`src/rtl/uart_rx_buffer_if.sv`:
```
// Byte-receiver input and head-of-FIFO output stream for the UART receive buffer.
// The master drives received bytes and out_ready; the slave presents the buffered stream.
interface uart_rx_buffer_if;
    logic [7:0] rx_byte;
    logic       rx_done;
    logic       rx_parity_error;
    logic [7:0] out_data;
    logic       out_perr;
    logic       out_valid;
    logic       out_ready;

    modport master (
        output rx_byte, rx_done, rx_parity_error, out_ready,
        input  out_data, out_perr, out_valid
    );

    modport slave (
        input  rx_byte, rx_done, rx_parity_error, out_ready,
        output out_data, out_perr, out_valid
    );
endinterface

```
`src/rtl/uart_rx_buffer.sv`:
```
// UART receive buffer: first-word fall-through FIFO of {perr, byte} with overflow/parity stats and idle-gap pulse.
// Push is lost (counted) only when full with no same-cycle pop; out_valid/out_ready drains the head.
module uart_rx_buffer #(
    parameter int DEPTH = 32,
    parameter int AW    = 5
) (
    input  logic             clk,
    input  logic             rst_n,
    uart_rx_buffer_if.slave  bus,
    input  logic             drop_bad,
    input  logic [23:0]      idle_cycles,
    input  logic             clear,
    output logic [AW:0]      level,
    output logic             overflow,
    output logic [7:0]       drop_count,
    output logic [7:0]       perr_count,
    output logic             idle_pulse
);

    logic [8:0]  mem_q [DEPTH];
    logic [AW:0] wr_ptr_q, wr_ptr_d;
    logic [AW:0] rd_ptr_q, rd_ptr_d;
    logic [AW:0] level_q, level_d;
    logic        overflow_q, overflow_d;
    logic [7:0]  drop_count_q, drop_count_d;
    logic [7:0]  perr_count_q, perr_count_d;
    logic [23:0] timer_q, timer_d;
    logic        armed_q, armed_d;

    logic empty, full, pop, push_req, push, lost, idle_hit;

    assign empty = (wr_ptr_q == rd_ptr_q);
    assign full  = (wr_ptr_q[AW-1:0] == rd_ptr_q[AW-1:0]) && (wr_ptr_q[AW] != rd_ptr_q[AW]);

    assign pop      = !empty && bus.out_ready;
    // Parity-bad bytes discarded under drop_bad never count as overflow losses.
    assign push_req = bus.rx_done && !(drop_bad && bus.rx_parity_error);
    assign push     = push_req && (!full || pop);
    assign lost     = push_req && full && !pop;

    assign idle_hit = armed_q && (idle_cycles != 24'd0) && (timer_q == idle_cycles)
                      && !bus.rx_done && !clear;

    always_comb begin
        wr_ptr_d     = wr_ptr_q;
        rd_ptr_d     = rd_ptr_q;
        level_d      = level_q;
        overflow_d   = overflow_q;
        drop_count_d = drop_count_q;
        perr_count_d = perr_count_q;
        timer_d      = timer_q;
        armed_d      = armed_q;
        if (clear) begin
            wr_ptr_d     = '0;
            rd_ptr_d     = '0;
            level_d      = '0;
            overflow_d   = 1'b0;
            drop_count_d = '0;
            perr_count_d = '0;
            timer_d      = '0;
            armed_d      = 1'b0;
        end else begin
            if (push) wr_ptr_d = wr_ptr_q + 1'b1;
            if (pop)  rd_ptr_d = rd_ptr_q + 1'b1;
            level_d = level_q + (AW+1)'(push) - (AW+1)'(pop);
            if (lost) begin
                overflow_d = 1'b1;
                if (drop_count_q != 8'hFF) drop_count_d = drop_count_q + 8'd1;
            end
            if (bus.rx_done && bus.rx_parity_error && perr_count_q != 8'hFF)
                perr_count_d = perr_count_q + 8'd1;
            if (bus.rx_done) begin
                armed_d = 1'b1;
                timer_d = 24'd1;
            end else if (armed_q) begin
                if (idle_hit || idle_cycles == 24'd0) armed_d = 1'b0;
                else                                  timer_d = timer_q + 24'd1;
            end
        end
    end

    always_ff @(posedge clk or negedge rst_n) begin
        if (!rst_n) begin
            wr_ptr_q     <= '0;
            rd_ptr_q     <= '0;
            level_q      <= '0;
            overflow_q   <= 1'b0;
            drop_count_q <= '0;
            perr_count_q <= '0;
            timer_q      <= '0;
            armed_q      <= 1'b0;
        end else begin
            wr_ptr_q     <= wr_ptr_d;
            rd_ptr_q     <= rd_ptr_d;
            level_q      <= level_d;
            overflow_q   <= overflow_d;
            drop_count_q <= drop_count_d;
            perr_count_q <= perr_count_d;
            timer_q      <= timer_d;
            armed_q      <= armed_d;
        end
    end

    // Storage carries no reset; out_data is only meaningful while out_valid is high.
    always_ff @(posedge clk) begin
        if (push && !clear)
            mem_q[wr_ptr_q[AW-1:0]] <= {bus.rx_parity_error, bus.rx_byte};
    end

    assign bus.out_valid = !empty;
    assign bus.out_data  = mem_q[rd_ptr_q[AW-1:0]][7:0];
    assign bus.out_perr  = mem_q[rd_ptr_q[AW-1:0]][8];

    assign level      = level_q;
    assign overflow   = overflow_q;
    assign drop_count = drop_count_q;
    assign perr_count = perr_count_q;
    assign idle_pulse = idle_hit;

endmodule

```
`src/flat_wrapper.sv`:
```
// flat-port wrapper written by rule: the top's interface ports become plain ports
module uart_rx_buffer_flat 
#(
    parameter int DEPTH = 32,
    parameter int AW    = 5
)
  (clk, rst_n, drop_bad, idle_cycles, clear, level, overflow, drop_count, perr_count, idle_pulse, bus_rx_byte, bus_rx_done, bus_rx_parity_error, bus_out_ready, bus_out_data, bus_out_perr, bus_out_valid);
  uart_rx_buffer_if bus_i ();
  input  logic clk;
  input  logic rst_n;
  input  logic drop_bad;
  input  logic [23:0] idle_cycles;
  input  logic clear;
  output logic [AW:0] level;
  output logic overflow;
  output logic [7:0] drop_count;
  output logic [7:0] perr_count;
  output logic idle_pulse;
  input wire logic [$bits(bus_i.rx_byte)-1:0] bus_rx_byte;
  input wire logic [$bits(bus_i.rx_done)-1:0] bus_rx_done;
  input wire logic [$bits(bus_i.rx_parity_error)-1:0] bus_rx_parity_error;
  input wire logic [$bits(bus_i.out_ready)-1:0] bus_out_ready;
  output wire logic [$bits(bus_i.out_data)-1:0] bus_out_data;
  output wire logic [$bits(bus_i.out_perr)-1:0] bus_out_perr;
  output wire logic [$bits(bus_i.out_valid)-1:0] bus_out_valid;
  assign bus_i.rx_byte = bus_rx_byte;
  assign bus_i.rx_done = bus_rx_done;
  assign bus_i.rx_parity_error = bus_rx_parity_error;
  assign bus_i.out_ready = bus_out_ready;
  assign bus_out_data = bus_i.out_data;
  assign bus_out_perr = bus_i.out_perr;
  assign bus_out_valid = bus_i.out_valid;
  uart_rx_buffer #(.DEPTH(DEPTH), .AW(AW)) u_core (.clk(clk), .rst_n(rst_n), .bus(bus_i), .drop_bad(drop_bad), .idle_cycles(idle_cycles), .clear(clear), .level(level), .overflow(overflow), .drop_count(drop_count), .perr_count(perr_count), .idle_pulse(idle_pulse));
endmodule
```
`config.mk`:
```
export PLATFORM = sky130hd
export DESIGN_NAME = uart_rx_buffer_flat
export DESIGN_NICKNAME = d
export VERILOG_FILES = /design/src/rtl/uart_rx_buffer_if.sv /design/src/rtl/uart_rx_buffer.sv /design/src/flat_wrapper.sv
export SDC_FILE = /design/constraint.sdc
export NUM_CORES = 1
export LEC_CHECK = 0
export ABC_CLOCK_PERIOD_IN_PS = 3500
export BUFFER_PORTS_ARGS = -buffer_cell sky130_fd_sc_hd__clkbuf_2
export CAP_MARGIN = 25
export CORE_UTILIZATION = 47
export DETAILED_ROUTE_END_ITERATION = 7
export SETUP_SLACK_MARGIN = 0.2
export SYNTH_ARGS = -nofsm -noshare
export SYNTH_HDL_FRONTEND = slang
export SYNTH_SLANG_ARGS = --single-unit
```
`constraint.sdc`:
```
create_clock -name clk -period 3.5 [get_ports clk]
set_clock_uncertainty 0.1 [all_clocks]
set_input_delay 0.175 -clock clk [delete_from_list [all_inputs] [get_ports clk]]
set_output_delay 0.175 -clock clk [all_outputs]
set_load 0.02 [all_outputs]
```
==> impl_metrics.ini <==
[min_path]
worstHoldStart = bus_out_ready
hold_path_end = u_core.rd_ptr_q[1]
worst_hold_path.num_cells = 4
min-delay-path-class = input port to flip-flop

[synthesis]
top_area_cell_type_share_of_the_netlist_area_pct = 58.5
synth_top_area_cell = sky130_fd_sc_hd__edfxtp_1
portion_of_the_post_synthesis_area_used_by_sequential_elements_pct = 68.7
async_flop_share_pct = 17.2
post_synth_num_cell_types = 62
synth_flop_cell = sky130_fd_sc_hd__edfxtp_1
synth_common_cells = 288 x sky130_fd_sc_hd__edfxtp_1, 90 x sky130_fd_sc_hd__mux4_2, 86 x sky130_fd_sc_hd__nor2_1, 60 x sky130_fd_sc_hd__dfrtp_1, 60 x sky130_fd_sc_hd__nand2_1
syn-num-nets = 926
synth_enable_flop_cells = 288
synth_area_per_inst_um2 = 16.9
yosys.cell_count.top_type = sky130_fd_sc_hd__edfxtp_1
number_of_warning_messages_in_the_yosys_log = 0
synth_area_um2 = 14800
ys_top_cells_by_area = sky130_fd_sc_hd__edfxtp_1 59%, sky130_fd_sc_hd__mux4_2 14%, sky130_fd_sc_hd__dfrtp_1 10%, sky130_fd_sc_hd__xnor2_1 3.0%, sky130_fd_sc_hd__nor2_1 2.2%
post_synth_inst_count = 873
ys_seq_elements = 348

[drt]
detailedRoute.firstPassIterationCount = 8
route.detailed.wl_per_inst_um = 22.6
num_vias = 7913
drt-vias-per-instance = 5.67
remaining_routing_drc_violations = 10
wirelength_mm = 31.5
drt_iter0_markers = 748
number_of_nets_with_antenna_violations_after_detailed_routing = 0

[power_and_ir_drop]
cellPowerDensity_nw_per_um2 = 580
peakVddDrop_mv = 0.429
p_leak_nw = 5.70

[layout]
antenna_cells_inserted = 0
syn_to_final_growth_pct = 14.8
fraction_of_layout_cells_with_a_size_suffix_above_1_pct = 25.9
post-route-cell-area_um2 = 17000
utilization_pct = 55.2
num-nets-final = 1022

[sta]
finalCritPeriodShare_pct = 89.5
final_max_slew_viol_count = 0
setup_repair_after_global_routing_missed_its_margin = false
tns_ns = 0
worst-slew-pin-transition_ns = 1.00
finalHoldViolCount = 0
slew_headroom_pct = 33.0
fin_ws_ns = 0.369
report.final.setup_viol = 0
finalWorstPathRequiredPeriod_ns = 3.13
fmax_mhz = 319

[global_routing]
grt_most_used_layer = met2
gr-usage-met2_pct = 32.0
grt_util_met3_pct = 2.81
grt_use_met1_pct = 30.0
grt_pass1_wl_mm = 47.7
grt.overflow.total = 0
grt_antenna_before_repair = 0
grt_start_max_net_pins = 77
first_global_vias = 7809
grtUsageTotal_pct = 20.2

[place]
routabilityCongestion = 0.770
place.detailed.hpwl_mm = 19.9
dpl-instance-area_um2 = 15600
dp_slack_ns = 0.492
numPortBuffers = 72

[cts]
cts-buffers-inserted = 38
clk_root_buffer_cell = sky130_fd_sc_hd__clkbuf_16
insertion_delay_ns = 0.53
tritoncts_clock_tree = done
clock_sinks = 348
cts_htree_levels = 2
clk_pin_slew_ns = 0.06
cts.path.max_buffers = 3

[run]
cap_viol_max_count = 0

[floorplanning]
fp.dieH_um = 179
io_pins = 73
initial_core_util_pct = 48.1
die_area_um2 = 32200
floorplan.core_area_um2 = 30700
placementRows = 64
die_width_um = 179

[critical_path]
cp_cell_sequence = bufbuf_16 > mux4_2 > mux4_2 > nand2_1 > nand2_1 > clkbuf_2
reg2reg_launch_point = u_core.wr_ptr_q[3]
crit-reg2reg-capture = u_core.mem_q[7][0]
worst-setup-path-type = flip-flop to output port
critical_path.endpoint_type = output port
reg2reg_setup_slack_ns = 0.50
crit_required_ns = 3.22
ff2ff_path_depth = 6
worstSetupStartpointType = flip-flop
timing.critical_path.slowest_stage_cell = sky130_fd_sc_hd__mux4_2
critPathMaxFanout = 38
critPathMaxStageDelay_ns = 0.56
timing.critical_path.arrival_ns = 2.86

[outcome]
run_status = finished, violations left
violated_checks = design-rule violations
-- registers in the layout, summed over array words and instances (netlist names) --
signal,flops
u_core.armed_q,1
u_core.drop_count,8
u_core.level,6
u_core.mem_q,288
u_core.overflow,1
u_core.perr_count,8
u_core.rd_ptr_q,6
u_core.timer_q,24
u_core.wr_ptr_q,6
-- cell type report --
class / count / area (um2)
fill: 2448 / 13800
sequential: 348 / 10200
multi-input combinational: 467 / 4390
clock buffer: 41 / 962
timing repair buffer: 93 / 581
tap: 396 / 495
clock inverter: 29 / 299
inverter: 21 / 78.8
-- metrics by stage --
step / cells / hold WS, ns / power (mW)
after floorplan: 873 / -0.221 / 5.55
after global placement: 1321 / 0.123 / 5.91
after detailed placement: 1321 / 0.119 / 5.93
after CTS: 1394 / 0.0184 / 9.96
after global routing: 1395 / 0.0641 / 10.2
final: 1395 / 0.0398 / 9.84
-- cells by family (layout without fill, tap and decap cells) --
logic type	Yosys count	in the layout	synth area share, %
flip-flops	348	348	68.7
XOR/XNOR	62	62	3.67
multiplexers	93	93	13.9
AND/OR/NAND/NOR	235	235	7.69
AO/OA/AOI/OAI	63	63	3.19
adder cells (fa/ha/maj)	14	14	1.24
buffers and inverters	58	184	1.63
-- worst max path at each step --
stage	from	to	slack (ns)	cells after the start
6_report	u_core.rd_ptr_q[0]	bus_out_data[5]	0.37	6
5_1_grt	u_core.rd_ptr_q[0]	bus_out_data[2]	0.26	6
4_1_cts	u_core.rd_ptr_q[0]	bus_out_data[2]	0.32	6
3_5_place_dp	u_core.wr_ptr_q[3]	u_core.mem_q[22][0]	0.49	6
3_3_place_gp	u_core.wr_ptr_q[3]	u_core.mem_q[1][0]	0.59	6
2_1_floorplan	u_core.rd_ptr_q[2]	u_core.level[4]	0.92	12
-- per-layer routing --
layer  part of all wire [%]  wire, um
met1                     45     14300
met2                     49     15400
met3                    4.3      1370
met4                    1.3       414
met5                      0         0
-- critical path, delay by kind of cell (launching register included) --
kind	cells	cell delay, ns
buffers and inverters	2	0.61
flip-flops	1	0.47
AND/OR/NAND/NOR	2	0.20
multiplexers	2	1.03
-- report_power, final --
group	switching [mW]	internal (mW)
Sequential	0.0410	4.54
Clock	1.66	2.32
Combinational	0.672	0.603
Total	2.38	7.46
-- cell usage in the layout (no fill, tap or decap), types with 8 or more instances in the layout --
master	instances
sky130_fd_sc_hd__dfrtp_1	58
sky130_fd_sc_hd__edfxtp_1	288
sky130_fd_sc_hd__clkbuf_2	71
sky130_fd_sc_hd__nand4_1	15
sky130_fd_sc_hd__buf_4	16
sky130_fd_sc_hd__ha_1	13
sky130_fd_sc_hd__mux4_2	90
sky130_fd_sc_hd__nand2_1	60
sky130_fd_sc_hd__a21oi_1	25
sky130_fd_sc_hd__xor2_1	12
sky130_fd_sc_hd__clkbuf_16	38
sky130_fd_sc_hd__inv_1	20
sky130_fd_sc_hd__nor2_1	86
sky130_fd_sc_hd__nand3_1	21
sky130_fd_sc_hd__clkinv_2	8
sky130_fd_sc_hd__clkinv_1	8
sky130_fd_sc_hd__xnor2_1	50
sky130_fd_sc_hd__nor4_1	9
-- what timing repair did --
item / in CTS / in global routing
endpoints found under the setup margin: 6 / 0
resized for setup: 1 / 0
buffers inserted: 0 / 0
endpoints found under the hold margin: 28 / 0
hold buffers: 2 / 0
Power figures use the tool's default switching activity.
